<file path="config.mk">
export PLATFORM = sky130hd
export DESIGN_NAME = conv_engine
export DESIGN_NICKNAME = d
export VERILOG_FILES = /design/src/rtl/conv_engine.sv
export SDC_FILE = /design/constraint.sdc
export NUM_CORES = 1
export LEC_CHECK = 0
export ABC_AREA = 0
export ABC_CLOCK_PERIOD_IN_PS = 13500
export CORE_MARGIN = 10
export CORE_UTILIZATION = 55
export DETAILED_ROUTE_END_ITERATION = 7
export GPL_ROUTABILITY_DRIVEN = 0
export HOLD_SLACK_MARGIN = 0.12
export PLACE_DENSITY = 0.77
export REMOVE_ABC_BUFFERS = 1
export SETUP_SLACK_MARGIN = 0.1
export SLEW_MARGIN = 20
export SYNTH_ARGS = -nofsm -noshare
export SYNTH_HDL_FRONTEND = slang
export SYNTH_SLANG_ARGS = --single-unit
</file>
<file path="constraint.sdc">
create_clock -name clk -period 13.5 [get_ports clk]
set_input_delay 2.7 -clock clk [delete_from_list [all_inputs] [get_ports clk]]
set_output_delay 2.7 -clock clk [all_outputs]
set_load 0.02 [all_outputs]
</file>
<file path="src/rtl/conv_engine.sv">
// Valid-region 3x3 convolution of an unsigned 8-bit image into a result FIFO.
// One output per 11 cycles (9 MAC, 1 drain, 1 push), plus one cycle per FIFO-full stall.
//
// state | meaning
// IDLE  | accept coefficient writes, wait for start
// MAC   | issue 9 pixel reads, accumulate the previous tap's pixel
// DRAIN | accumulate the last pixel, register the saturated result
// PUSH  | push result when the FIFO has room, then advance the window
// DONE  | one-cycle frame-complete pulse
module conv_engine #(
  parameter int IMG_W  = 28,
  parameter int IMG_H  = 28,
  parameter int ADDR_W = 10
) (
  input  logic              clk,
  input  logic              n_rst,
  input  logic              start_i,
  input  logic              kernel_wen_i,
  input  logic [3:0]        kernel_waddr_i,
  input  logic [7:0]        kernel_wdata_i,
  output logic              pix_ren_o,
  output logic [ADDR_W-1:0] pix_addr_o,
  input  logic [7:0]        pix_rdata_i,
  input  logic              res_full_i,
  output logic              res_wenable_o,
  output logic [15:0]       res_data_o,
  output logic              busy_o,
  output logic              done_o
);

  localparam int ROW_W = (IMG_H > 1) ? $clog2(IMG_H) : 1;
  localparam int COL_W = (IMG_W > 1) ? $clog2(IMG_W) : 1;

  typedef enum logic [2:0] {IDLE, MAC, DRAIN, PUSH, DONE} state_t;

  state_t             state_q;
  logic [ROW_W-1:0]   row_q;
  logic [COL_W-1:0]   col_q;
  logic [3:0]         tap_q;
  logic signed [19:0] acc_q;
  logic signed [7:0]  coeff_q [9];
  logic [15:0]        res_data_q;

  logic [1:0]         tap_r;
  logic [1:0]         tap_c;
  logic [3:0]         mac_sel;
  logic signed [7:0]  coeff_sel;
  logic signed [16:0] pix_ext;
  logic signed [16:0] coef_ext;
  logic signed [16:0] prod;
  logic signed [19:0] acc_d;
  logic               last_pos;
  logic [ADDR_W-1:0]  addr_raw;

  function automatic logic [15:0] sat16(input logic signed [19:0] v);
    if (v > 20'sd32767)
      return 16'h7FFF;
    else if (v < -20'sd32768)
      return 16'h8000;
    else
      return v[15:0];
  endfunction

  always_comb begin
    tap_r = 2'd0;
    tap_c = 2'd0;
    case (tap_q)
      4'd1: begin tap_r = 2'd0; tap_c = 2'd1; end
      4'd2: begin tap_r = 2'd0; tap_c = 2'd2; end
      4'd3: begin tap_r = 2'd1; tap_c = 2'd0; end
      4'd4: begin tap_r = 2'd1; tap_c = 2'd1; end
      4'd5: begin tap_r = 2'd1; tap_c = 2'd2; end
      4'd6: begin tap_r = 2'd2; tap_c = 2'd0; end
      4'd7: begin tap_r = 2'd2; tap_c = 2'd1; end
      4'd8: begin tap_r = 2'd2; tap_c = 2'd2; end
      default: begin tap_r = 2'd0; tap_c = 2'd0; end
    endcase
  end

  // The pixel arriving now belongs to the previous tap; in DRAIN that is tap 8.
  assign mac_sel   = (state_q == DRAIN) ? 4'd8 : (tap_q - 4'd1);
  assign coeff_sel = coeff_q[mac_sel];
  assign pix_ext   = {9'd0, pix_rdata_i};
  assign coef_ext  = {{9{coeff_sel[7]}}, coeff_sel};
  assign prod      = pix_ext * coef_ext;
  assign acc_d     = acc_q + {{3{prod[16]}}, prod};

  assign last_pos = (row_q == ROW_W'(IMG_H - 3)) && (col_q == COL_W'(IMG_W - 3));

  assign addr_raw = (ADDR_W'(row_q) + ADDR_W'(tap_r)) * ADDR_W'(IMG_W)
                  + ADDR_W'(col_q) + ADDR_W'(tap_c);

  assign pix_ren_o     = (state_q == MAC);
  assign pix_addr_o    = pix_ren_o ? addr_raw : '0;
  assign res_wenable_o = (state_q == PUSH) && !res_full_i;
  assign res_data_o    = res_data_q;
  assign busy_o        = (state_q != IDLE);
  assign done_o        = (state_q == DONE);

  always_ff @(posedge clk or negedge n_rst) begin
    if (!n_rst) begin
      state_q    <= IDLE;
      row_q      <= '0;
      col_q      <= '0;
      tap_q      <= '0;
      acc_q      <= '0;
      res_data_q <= '0;
      for (int k = 0; k < 9; k++) coeff_q[k] <= '0;
    end else begin
      case (state_q)
        IDLE: begin
          for (int k = 0; k < 9; k++)
            if (kernel_wen_i && kernel_waddr_i == 4'(k))
              coeff_q[k] <= kernel_wdata_i;
          if (start_i) begin
            row_q   <= '0;
            col_q   <= '0;
            tap_q   <= '0;
            acc_q   <= '0;
            state_q <= MAC;
          end
        end
        MAC: begin
          if (tap_q != 4'd0) acc_q <= acc_d;
          if (tap_q == 4'd8) begin
            tap_q   <= '0;
            state_q <= DRAIN;
          end else begin
            tap_q <= tap_q + 4'd1;
          end
        end
        DRAIN: begin
          acc_q      <= acc_d;
          res_data_q <= sat16(acc_d);
          state_q    <= PUSH;
        end
        PUSH: begin
          if (!res_full_i) begin
            if (last_pos) begin
              state_q <= DONE;
            end else begin
              if (col_q == COL_W'(IMG_W - 3)) begin
                col_q <= '0;
                row_q <= row_q + 1'b1;
              end else begin
                col_q <= col_q + 1'b1;
              end
              acc_q   <= '0;
              tap_q   <= '0;
              state_q <= MAC;
            end
          end
        end
        DONE:    state_q <= IDLE;
        default: state_q <= IDLE;
      endcase
    end
  end

endmodule
</file>
==> out/qor.yml <==
synthesis:
  synth_flop_cell: "dfrtp_1"
  synth.ff_latch_count: 125
  synth_seq_area_share: 0.3207
  yosys_warning_count: 0
  cells_after_synth: 982
  synth_area_um2: 9753
  synth_cell_type_count: 67
  synth_edf_count: 0
  synthesized_area_per_cell_um2: 9.932
  async_reset_ff_frac: 1.000
cells_and_area:
  layout.nets: 1185
  n_fill_cell: 1385
  areaGrowthSynthToFinish_pct: 14.02
  drive_above_1_share: 0.1347
  final_util: 0.6407
  antennaDiodeCount: 0
route:
  via_count: 7309
  route.detailed.vias_per_inst: 5.782
  drtIter0Drc: 379
  wl_per_cell_um: 17.68
  drc_violations: 0
  route.antenna.remaining_nets: 0
  dr.pass1.iters: 5
  routed_wl_um: 22350
grt:
  overflow: 0
  groute.layer.met2.usage: 0.3052
  antenna_violations_before_repair: 0
  groute.usage.overall: 0.1888
  grt_pass1_vias: 7344
  grt_max_degree: 69
  use_met1: 0.2520
  first_pass_grt_wire_length_um: 37100
  top_usage_layer: "met2"
  groute.layer.met3.usage: 0.03563
outcome:
  run_status: "finished, final reports clean"
floorplan:
  floorplan.die_area_um2: 23460
  chipHeight_um: 153.2
  coreArea_um2: 17360
  placement_rows: 48
  die_width_um: 153.2
  effective_utilization_at_floorplan: 0.5619
  boundaryPins: 55
clocking:
  post_cts_resized: 0
  hold_buffers: 0
  tritoncts_num_sinks: 125
  clk_pin_slew_ps: 60
  cts-htree-levels: 4
  clkLatencyLatePin_ps: 420
  number_of_cts_inserted_buffers: 17
  cts_setup_buffers: 0
  cts-root-to-sink-buffers: 2
  root_buffer: "clkbuf_16"
  tritoncts_clock_tree: "done"
timing:
  finalClockSkew_ps: 9.428
  final_max_slew_viol_count: 0
  final_min_period_over_clock_period: 0.7304
  maxSlewHeadroom: 0.3570
  fin_worst_hold_slack_ps: 499.8
  timing.final.crit_period_ps: 9860
  tns_ps: 0
  post-route-worst-setup-slack_ps: 3640
  final-hold-violation-count: 0
  fmax_mhz: 101.4
  worstMarginPinSlew_ps: 958.1
  report.final.setup_viol: 0
  rsz0062_at_grt: "false"
worst_setup_path:
  start_kind: "flip-flop"
  timing.critical_path.to_type: "flip-flop"
  timing.critical_path.fanout_max: 19
  ws_path_type: "reg -> reg"
  cp.arrival_ps: 10120
  crit_required_ps: 13760
  critPathSlowestCell: "ha_1"
  crit_path_max_incr_delay_ps: 730
hold_path:
  timing.hold.worst.class: "reg -> reg"
placement:
  place_ws_ps: 3365
  place.port_buffers: 54
  post-dp-hpwl_um: 16320
job:
  maxcap_violations: 0
critical path, delay by kind of cell (launching register included):
| family | cells | cell delay (ps) |
|---|---|---|
| and+or+nand+nor | 7 | 960 |
| buffers and inverters | 4 | 280 |
| DFF | 1 | 460 |
| adders and majority gates | 8 | 3790 |
| AOI/OAI and AO/OA | 10 | 3320 |
| xor gates and xnor gates | 2 | 880 |
sequential cells by signal (all words and copies together) (netlist names):
register	flops
acc_q	20
coeff_q	72
col_q	5
res_data_o	16
row_q	5
state_q	3
tap_q	4
kinds of logic after synthesis:
logic type | after synthesis | synth area share
compound gates | 199 | 0.1366
xor+xnor | 44 | 0.04028
fa+ha+maj | 133 | 0.2060
buf+inv | 121 | 0.04759
flops | 125 | 0.3207
mux | 100 | 0.1130
simple gates | 260 | 0.1357
metal layers:
layer / part of all wire / vias up
met5: 0 / -
met4: 0.014 / 0
met3: 0.047 / 25
met2: 0.47 / 165
met1: 0.47 / 3627
li1: - / 3492
cells in the mapped netlist (all sizes together), types with 11 or more instances:
cell,count,area (µm²)
mux2,81,912.1
inv,90,337.8
xnor2,28,252.8
nand3,13,65.06
ha,87,1089
a21o,16,120.1
xor2,16,140.1
mux2i,19,190.2
nor3,13,70.07
and2,48,300.3
nand2,75,281.5
nor2b,11,68.82
o21ai,50,250.2
a21oi,60,349.1
dfrtp,125,3128
clkbuf,23,87.58
a22o,18,157.7
fa,46,920.9
nor2,58,217.7
cell type report:
cell class / instances / area (µm²) / share of cell area
Tap cell: 225 / 281.5 / 0.02531
Clock inverter: 13 / 212.7 / 0.01913
Clock buffer: 18 / 439.2 / 0.03949
Timing Repair Buffer: 57 / 560.5 / 0.05040
Sequential cell: 125 / 3128 / 0.2813
Multi-Input combinational cell: 736 / 6161 / 0.5540
Inverter: 90 / 337.8 / 0.03038
worst paths after layout:
| check | slack, ps | startpoint | to | cells after the start |
|---|---|---|---|---|
| max in group asynchronous | 9840 | n_rst | acc_q[13]$_DFFE_PN0P_ | 2 |
| min | 500 | coeff_q[33]$_DFFE_PN0P_ | coeff_q[33]$_DFFE_PN0P_ | 1 |
| min reg2reg | 500 | coeff_q[33]$_DFFE_PN0P_ | coeff_q[33]$_DFFE_PN0P_ | 1 |
| max | 3640 | tap_q[1]$_DFFE_PN0P_ | res_data_o[0]$_DFFE_PN0P_ | 31 |
| max reg2reg | 3640 | tap_q[1]$_DFFE_PN0P_ | res_data_o[0]$_DFFE_PN0P_ | 31 |
| min in group asynchronous | 2390 | n_rst | coeff_q[40]$_DFFE_PN0P_ | 1 |
layout by cell type, fill, tap and decap left out, types with 3 or more instances in the layout:
| cell type | Yosys | layout |
|---|---|---|
| nor2b_1 | 11 | 11 |
| clkbuf_16 | 0 | 17 |
| nand3_1 | 13 | 13 |
| nand3b_1 | 5 | 5 |
| a22o_1 | 18 | 18 |
| ha_1 | 87 | 87 |
| a21o_1 | 16 | 16 |
| or2_2 | 4 | 4 |
| o211ai_1 | 3 | 3 |
| a211oi_1 | 5 | 5 |
| clkinvlp_4 | 0 | 3 |
| o21a_1 | 3 | 3 |
| o21ai_1 | 6 | 6 |
| buf_4 | 0 | 4 |
| nand2_1 | 75 | 75 |
| dfrtp_1 | 125 | 125 |
| xnor2_1 | 27 | 27 |
| nand2b_1 | 8 | 8 |
| and2_1 | 48 | 48 |
| mux2_2 | 81 | 81 |
| a21oi_1 | 49 | 49 |
| a221oi_1 | 9 | 9 |
| nor3_1 | 12 | 12 |
| o21bai_1 | 7 | 7 |
| fa_1 | 46 | 46 |
| xor2_1 | 16 | 16 |
| inv_1 | 90 | 90 |
| o21ai_0 | 44 | 44 |
| nand4_1 | 3 | 3 |
| clkdlybuf4s50_1 | 0 | 53 |
| a21oi_2 | 10 | 10 |
| bufinv_16 | 0 | 5 |
| mux2i_1 | 19 | 19 |
| nor2_1 | 58 | 58 |
| and3_1 | 7 | 7 |
| a32oi_1 | 8 | 8 |
metrics by stage:
stage | instance area (µm²) | cells
2_1_floorplan | 9627 | 951
3_3_place_gp | 10470 | 1233
3_5_place_dp | 10470 | 1233
4_1_cts | 11120 | 1264
5_1_grt | 11120 | 1264
6_report | 11120 | 1264
Power is left out: the tool's default activity adds up to more than one toggle a clock period on the data nets, which glitch-free logic cannot reach.
==> variant 1: new RTL, same settings <==
Set the parameter `IMG_H` to 42 (it was 28).
--- a/src/rtl/conv_engine.sv
+++ b/src/rtl/conv_engine.sv
@@ -9,7 +9,7 @@
 // DONE  | one-cycle frame-complete pulse
 module conv_engine #(
   parameter int IMG_W  = 28,
-  parameter int IMG_H  = 28,
+  parameter int IMG_H  = 42,
   parameter int ADDR_W = 10
 ) (
   input  logic              clk,
Function: no difference found for any inputs over 10 cycles, from zero or initial values and one cycle with n_rst low; that may be too few to reach the edited logic, so the function may still have changed.
==> variant 1 against the unedited design <==
Synthesized cell count is 0.71% higher; sequential cell count rose by 1; final area up 1.2%; die area rose by 0.79%; sequential share of layout area down 0.12 points; worst hold slack got worse by 0.0082 ns; worst setup slack got worse by 0.21 ns; count of clock-buffer cells in the layout is the same; area after synthesis is 0.91% higher; clock skew rose by 0.0033 ns; routed wire length grew 4.8%; first-iteration DRC count up 47%; critical endpoint is now res_data_o[1]$_DFFE_PN0P_.
Power is left out: the tool's default activity adds up to more than one toggle a clock period on the data nets, which glitch-free logic cannot reach.
==> variant 1: results (changes against the unedited design) <==
.. list-table::
   :header-rows: 1

   * - Metric
     - Value
   * - Met1 usage in global routing
     - 26.3% (+1.1 points)
   * - CTS clk-pin slew, worst paths
     - 0.06 ns (about the same)
   * - Via count of the first global-routing pass
     - 7790 (+6.1%)
   * - Clock tree skew after final layout
     - 0.0128 ns (+0.00333 ns)
   * - GRT Total Usage
     - 20.1% (+1.2 points)
   * - Slowest cell on crit path
     - sky130_fd_sc_hd__o21ai_1
   * - Fraction of final layout cells with drive strength greater than 1
     - 13.2% (-0.25 points)
   * - Kind of cell with the highest combined delay on the critical path
     - adder cells
   * - Run status
     - finished, final reports clean
   * - Source-to-sink clock delay at the later pin of the worst-skew pair
     - roughly 0.43 ns
   * - Global route total overflow
     - 0 (unchanged)
   * - Most frequent cells after synthesis
     - 126 x sky130_fd_sc_hd__dfrtp_1, 94 x sky130_fd_sc_hd__inv_1, 85 x sky130_fd_sc_hd__ha_1, 81 x sky130_fd_sc_hd__mux2_2, 75 x sky130_fd_sc_hd__nand2_1
   * - Relative max-transition margin
     - 36.9% (+1.2 points)
   * - Global-route wire length before repair
     - 39.5 mm (+6.3%)
   * - Buffer levels on the longest clock path
     - 2 (unchanged)
   * - M2 GR Usage
     - 32.4% (+1.9 points)
   * - Deepest level of the CTS H-tree
     - 4 (unchanged)
   * - Largest cells by area after synthesis
     - sky130_fd_sc_hd__dfrtp_1 32%, sky130_fd_sc_hd__ha_1 11%, sky130_fd_sc_hd__fa_1 9.6%
   * - Count of inserted antenna diode cells
     - 0 (unchanged)
   * - Synth warnings
     - 0 (unchanged)
   * - Peak fanout along the critical path
     - 32 (+13)
   * - Initial antenna violation count
     - 0 (unchanged)
   * - Non-filler instance count after layout
     - 1276 (+0.95%)
   * - Clock root buffer
     - sky130_fd_sc_hd__clkbuf_16
   * - Postcts setup bufs
     - 0 (unchanged)
   * - Worst EP arrival
     - 10.34 ns (+0.22 ns)
   * - TritonCTS buffer count
     - 17 (unchanged)
   * - PostCTS Resize Cnt
     - 0 (unchanged)
   * - Crit-path max cell delay
     - 0.77 ns (+0.04 ns)
   * - Pin count of the biggest net entering global routing
     - 71 (+2.9%)
   * - Max reg flops
     - 72 (unchanged)
   * - Part of the Yosys area used for sequential elements
     - 32.0% (-0.035 points)
   * - Initial detailed-routing violation count
     - 556 (+47%)
   * - Distinct cell type count of the synthesized netlist
     - 70 (+4.5%)
   * - Post-synthesis async set-or-reset flop share
     - 100% (unchanged)
   * - Pre-Repair DR Iteration Count
     - 5 (unchanged)
   * - Hold Crit Class
     - reg -> reg
   * - Met3 track demand over resource
     - 3.88% (+0.31 points)
   * - Detailed-placement wirelength estimate
     - 17.2 mm (+5.7%)
   * - DR vias/cell
     - 5.92 (+2.4%)
   * - Count of input and output buffers
     - 54 (unchanged)
   * - Wirelength per Cell
     - 18.4 µm (+3.8%)
   * - Avg Inst Size Synth
     - 9.95 µm² (+0.20%)
   * - Placed cell count
     - 1244 (+0.89%)
   * - Register bank with the most flops
     - coeff_q
## variant 1: cell types whose count changed after synthesis, sizes merged, moves of 3 or more
cell | unedited run | this run
o21bai | 7 | 3
o31ai | 1 | 4
and2 | 48 | 45
nand4 | 3 | 6
xnor2 | 28 | 31
inv | 90 | 94
nor3 | 13 | 20
o21ai | 50 | 59
mux2i | 19 | 16
a21oi | 60 | 34
o2bb2ai | 0 | 13
o211ai | 3 | 7
## variant 1: layer usage
metal  vias to the layer above  wire [µm]
met4                         0        459
li1                       3568          -
met1                      3707      10500
met2                       237      11100
met5                         -          0
met3                        40       1420
## variant 1: logic make-up (layout without fill, tap and decap cells)
logic type	after synthesis	in the layout	share of synthesized area [%]
compound gates	199	199	13.8
fa+ha+maj	132	132	20.4
mux	98	98	11.1
simple gates	266	266	13.8
xor+xnor	45	45	4.08
flops	126	126	32.0
buf+inv	123	185	4.83
## variant 1: final timing paths
path	from	to	slack, ns	depth (start not counted)
min reg2reg	res_data_o[15]$_DFFE_PN0P_	res_data_o[15]$_DFFE_PN0P_	0.49	2
min	res_data_o[15]$_DFFE_PN0P_	res_data_o[15]$_DFFE_PN0P_	0.49	2
max	tap_q[0]$_DFFE_PN0P_	res_data_o[1]$_DFFE_PN0P_	3.43	33
max in group asynchronous	n_rst	acc_q[6]$_DFFE_PN0P_	9.80	2
max reg2reg	tap_q[0]$_DFFE_PN0P_	res_data_o[1]$_DFFE_PN0P_	3.43	33
min in group asynchronous	n_rst	coeff_q[14]$_DFFE_PN0P_	2.33	1
## variant 1: through the flow
step / cell area (µm²) / setup slack (ns) / hold WS [ns]
2_1_floorplan: 9720 / 4.59 / 0.455
3_3_place_gp: 10600 / 3.64 / 0.475
3_5_place_dp: 10600 / 3.49 / 0.472
4_1_cts: 11300 / 3.57 / 0.497
5_1_grt: 11300 / 2.84 / 0.519
6_report: 11300 / 3.43 / 0.492
## variant 1: layout make-up
class	count	area (µm²)
multi-input cells	740	6230
fillers	1383	6160
flip-flops and latches	126	3150
repair buffers	59	576
clock buffers	18	429
inverters	94	353
well taps	225	282
clock inverters	14	238
## variant 1: worst reg2reg max path: cells and delay by family (launching register included)
family | cells | cell delay [ns]
simple gates | 7 | 1.86
xor+xnor | 1 | 0.20
compound gates | 11 | 3.03
buf+inv | 6 | 0.86
fa+ha+maj | 8 | 3.62
flops | 1 | 0.33
==> variant 2: new RTL, same flow settings <==
Without the edit above. The 5 states of `state_t` get a Gray code encoding in 3 bits.
--- a/src/rtl/conv_engine.sv
+++ b/src/rtl/conv_engine.sv
@@ -31,7 +31,7 @@
   localparam int ROW_W = (IMG_H > 1) ? $clog2(IMG_H) : 1;
   localparam int COL_W = (IMG_W > 1) ? $clog2(IMG_W) : 1;
 
-  typedef enum logic [2:0] {IDLE, MAC, DRAIN, PUSH, DONE} state_t;
+  typedef enum logic [2:0] {IDLE = 3'b000, MAC = 3'b001, DRAIN = 3'b011, PUSH = 3'b010, DONE = 3'b110} state_t;
 
   state_t             state_q;
   logic [ROW_W-1:0]   row_q;
Check against the original RTL: no difference found for any inputs over 4 cycles, from zero or initial values and one cycle with n_rst low; so few cycles prove little.
==> variant 2 against the unedited design <==
Sequential cell count stayed put; worst setup slack worse by 0.78 ns; final area is 1.1% lower; routed wire length is 2.5% lower; area after synthesis is 0.95% lower; largest cell class unchanged.
Power is not shown: default switching activity piles up to over one toggle a cycle in this logic, so the estimate is an artifact.
==> variant 2: results (changes against the unedited design) <==
.. list-table::
   :header-rows: 1

   * - Metric
     - Value
   * - Slowest cell on crit path
     - sky130_fd_sc_hd__dfrtp_1
   * - Source of the worst hold timing path
     - acc_q[18]$_DFFE_PN0P_
   * - Run status
     - finished, final reports clean
   * - Share of final layout cell area taken by clock buffers and inverters
     - 5.31% (-0.55 points)
   * - Largest cells by area after synthesis
     - sky130_fd_sc_hd__dfrtp_1 32%, sky130_fd_sc_hd__ha_1 11%, sky130_fd_sc_hd__fa_1 9.5%
   * - Clock tree skew after final layout
     - 0.0115 ns (+0.00205 ns)
   * - Transition time of the tightest slew-check pin
     - 1.02 ns (+0.0628 ns)
   * - Global-route wire length before repair
     - 36.4 mm (-1.9%)
   * - Critical R2R Launch
     - tap_q[0]$_DFFE_PN0P_
   * - Via count of the first global-routing pass
     - 7503 (+2.2%)
   * - Initial detailed-routing violation count
     - 500 (+32%)
   * - Detailed-placement wirelength estimate
     - 16.1 mm (-1.4%)
   * - Worst-case hold path end point
     - acc_q[18]$_DFFE_PN0P_
   * - M2 GR Usage
     - 31.1% (+0.60 points)
   * - GRT Total Usage
     - 18.7% (-0.15 points)
   * - Combined area of the multi-input logic cells
     - 0.00603 mm² (-2.1%)
   * - FF-to-FF setup slack
     - 2.86 ns (-0.78 ns)
   * - Adder-cell area share of the yosys netlist
     - 20.8% (+0.20 points)
   * - Compound-gate portion of the synthesized area
     - 13.7% (+0.079 points)
   * - Worst EP arrival
     - 11.00 ns (+0.88 ns)
   * - Via count
     - 7388 (+1.1%)
   * - FILL cells
     - 1400 (+1.1%)
   * - Met3 track demand over resource
     - 3.70% (+0.13 points)
   * - Met2 Wirelength
     - 10.5 mm (-0.11%)
   * - Xor and xnor area share after synthesis
     - 4.03% (about the same)
   * - Count of non-CTS inverters in the layout
     - 107 (+19%)
   * - Number of nets in the layout
     - 1209 (+2.0%)
   * - Depth of the most critical reg-to-reg path
     - 36 (+16%)
   * - Worst r2r dst
     - res_data_o[7]$_DFFE_PN0P_
   * - Detailed route wirelength on metal3
     - 924 µm (-13%)
   * - Distinct cell type count of the synthesized netlist
     - 66 (-1.5%)
   * - Fraction of standard cell area that is sequential
     - 28.4% (+0.31 points)
   * - Most frequent cells after synthesis
     - 125 x sky130_fd_sc_hd__dfrtp_1, 112 x sky130_fd_sc_hd__nor2_1, 107 x sky130_fd_sc_hd__inv_1, 91 x sky130_fd_sc_hd__nand2_1, 87 x sky130_fd_sc_hd__ha_1
   * - Multi-input gates
     - 742 (+0.82%)
   * - Fraction of final layout cells with drive strength greater than 1
     - 13.5% (-0.022 points)
   * - Non-clk buf share
     - 5.20% (+0.16 points)
   * - Clock buffer count in the final layout
     - 17 (-1)
## variant 2: cell count changes after synthesis, sizes merged, moves of 4 or more
cell / change
a21o: -4
a221oi: -4
a22o: -9
and2: -44
clkbuf: -4
inv: +17
mux2: -6
nand2: +16
nand2b: +5
nand3: -4
nor2: +56
o21a: +4
o21ai: -5
o31ai: +5
## variant 2: logic make-up after synthesis
kind of cell,count (synthesis)
compound gates,191
fa+ha+maj,133
simple gates,284
mux,92
buf+inv,132
flops,125
xor+xnor,42
## variant 2: tightest hold or removal path: stages, from the launching register on
cell and delay (ns):
sky130_fd_sc_hd__dfrtp_1 0.35, sky130_fd_sc_hd__nand2_1 0.05, sky130_fd_sc_hd__o31ai_1 0.05
## variant 2: metrics by stage
stage,hold slack [ns],setup slack (ns),instances,area [µm²]
6_report,0.486,2.86,1288,11000
5_1_grt,0.516,2.11,1288,11000
4_1_cts,0.488,2.70,1287,11000
3_5_place_dp,0.474,2.75,1256,10400
3_3_place_gp,0.470,3.14,1256,10400
2_1_floorplan,0.455,4.22,974,9550
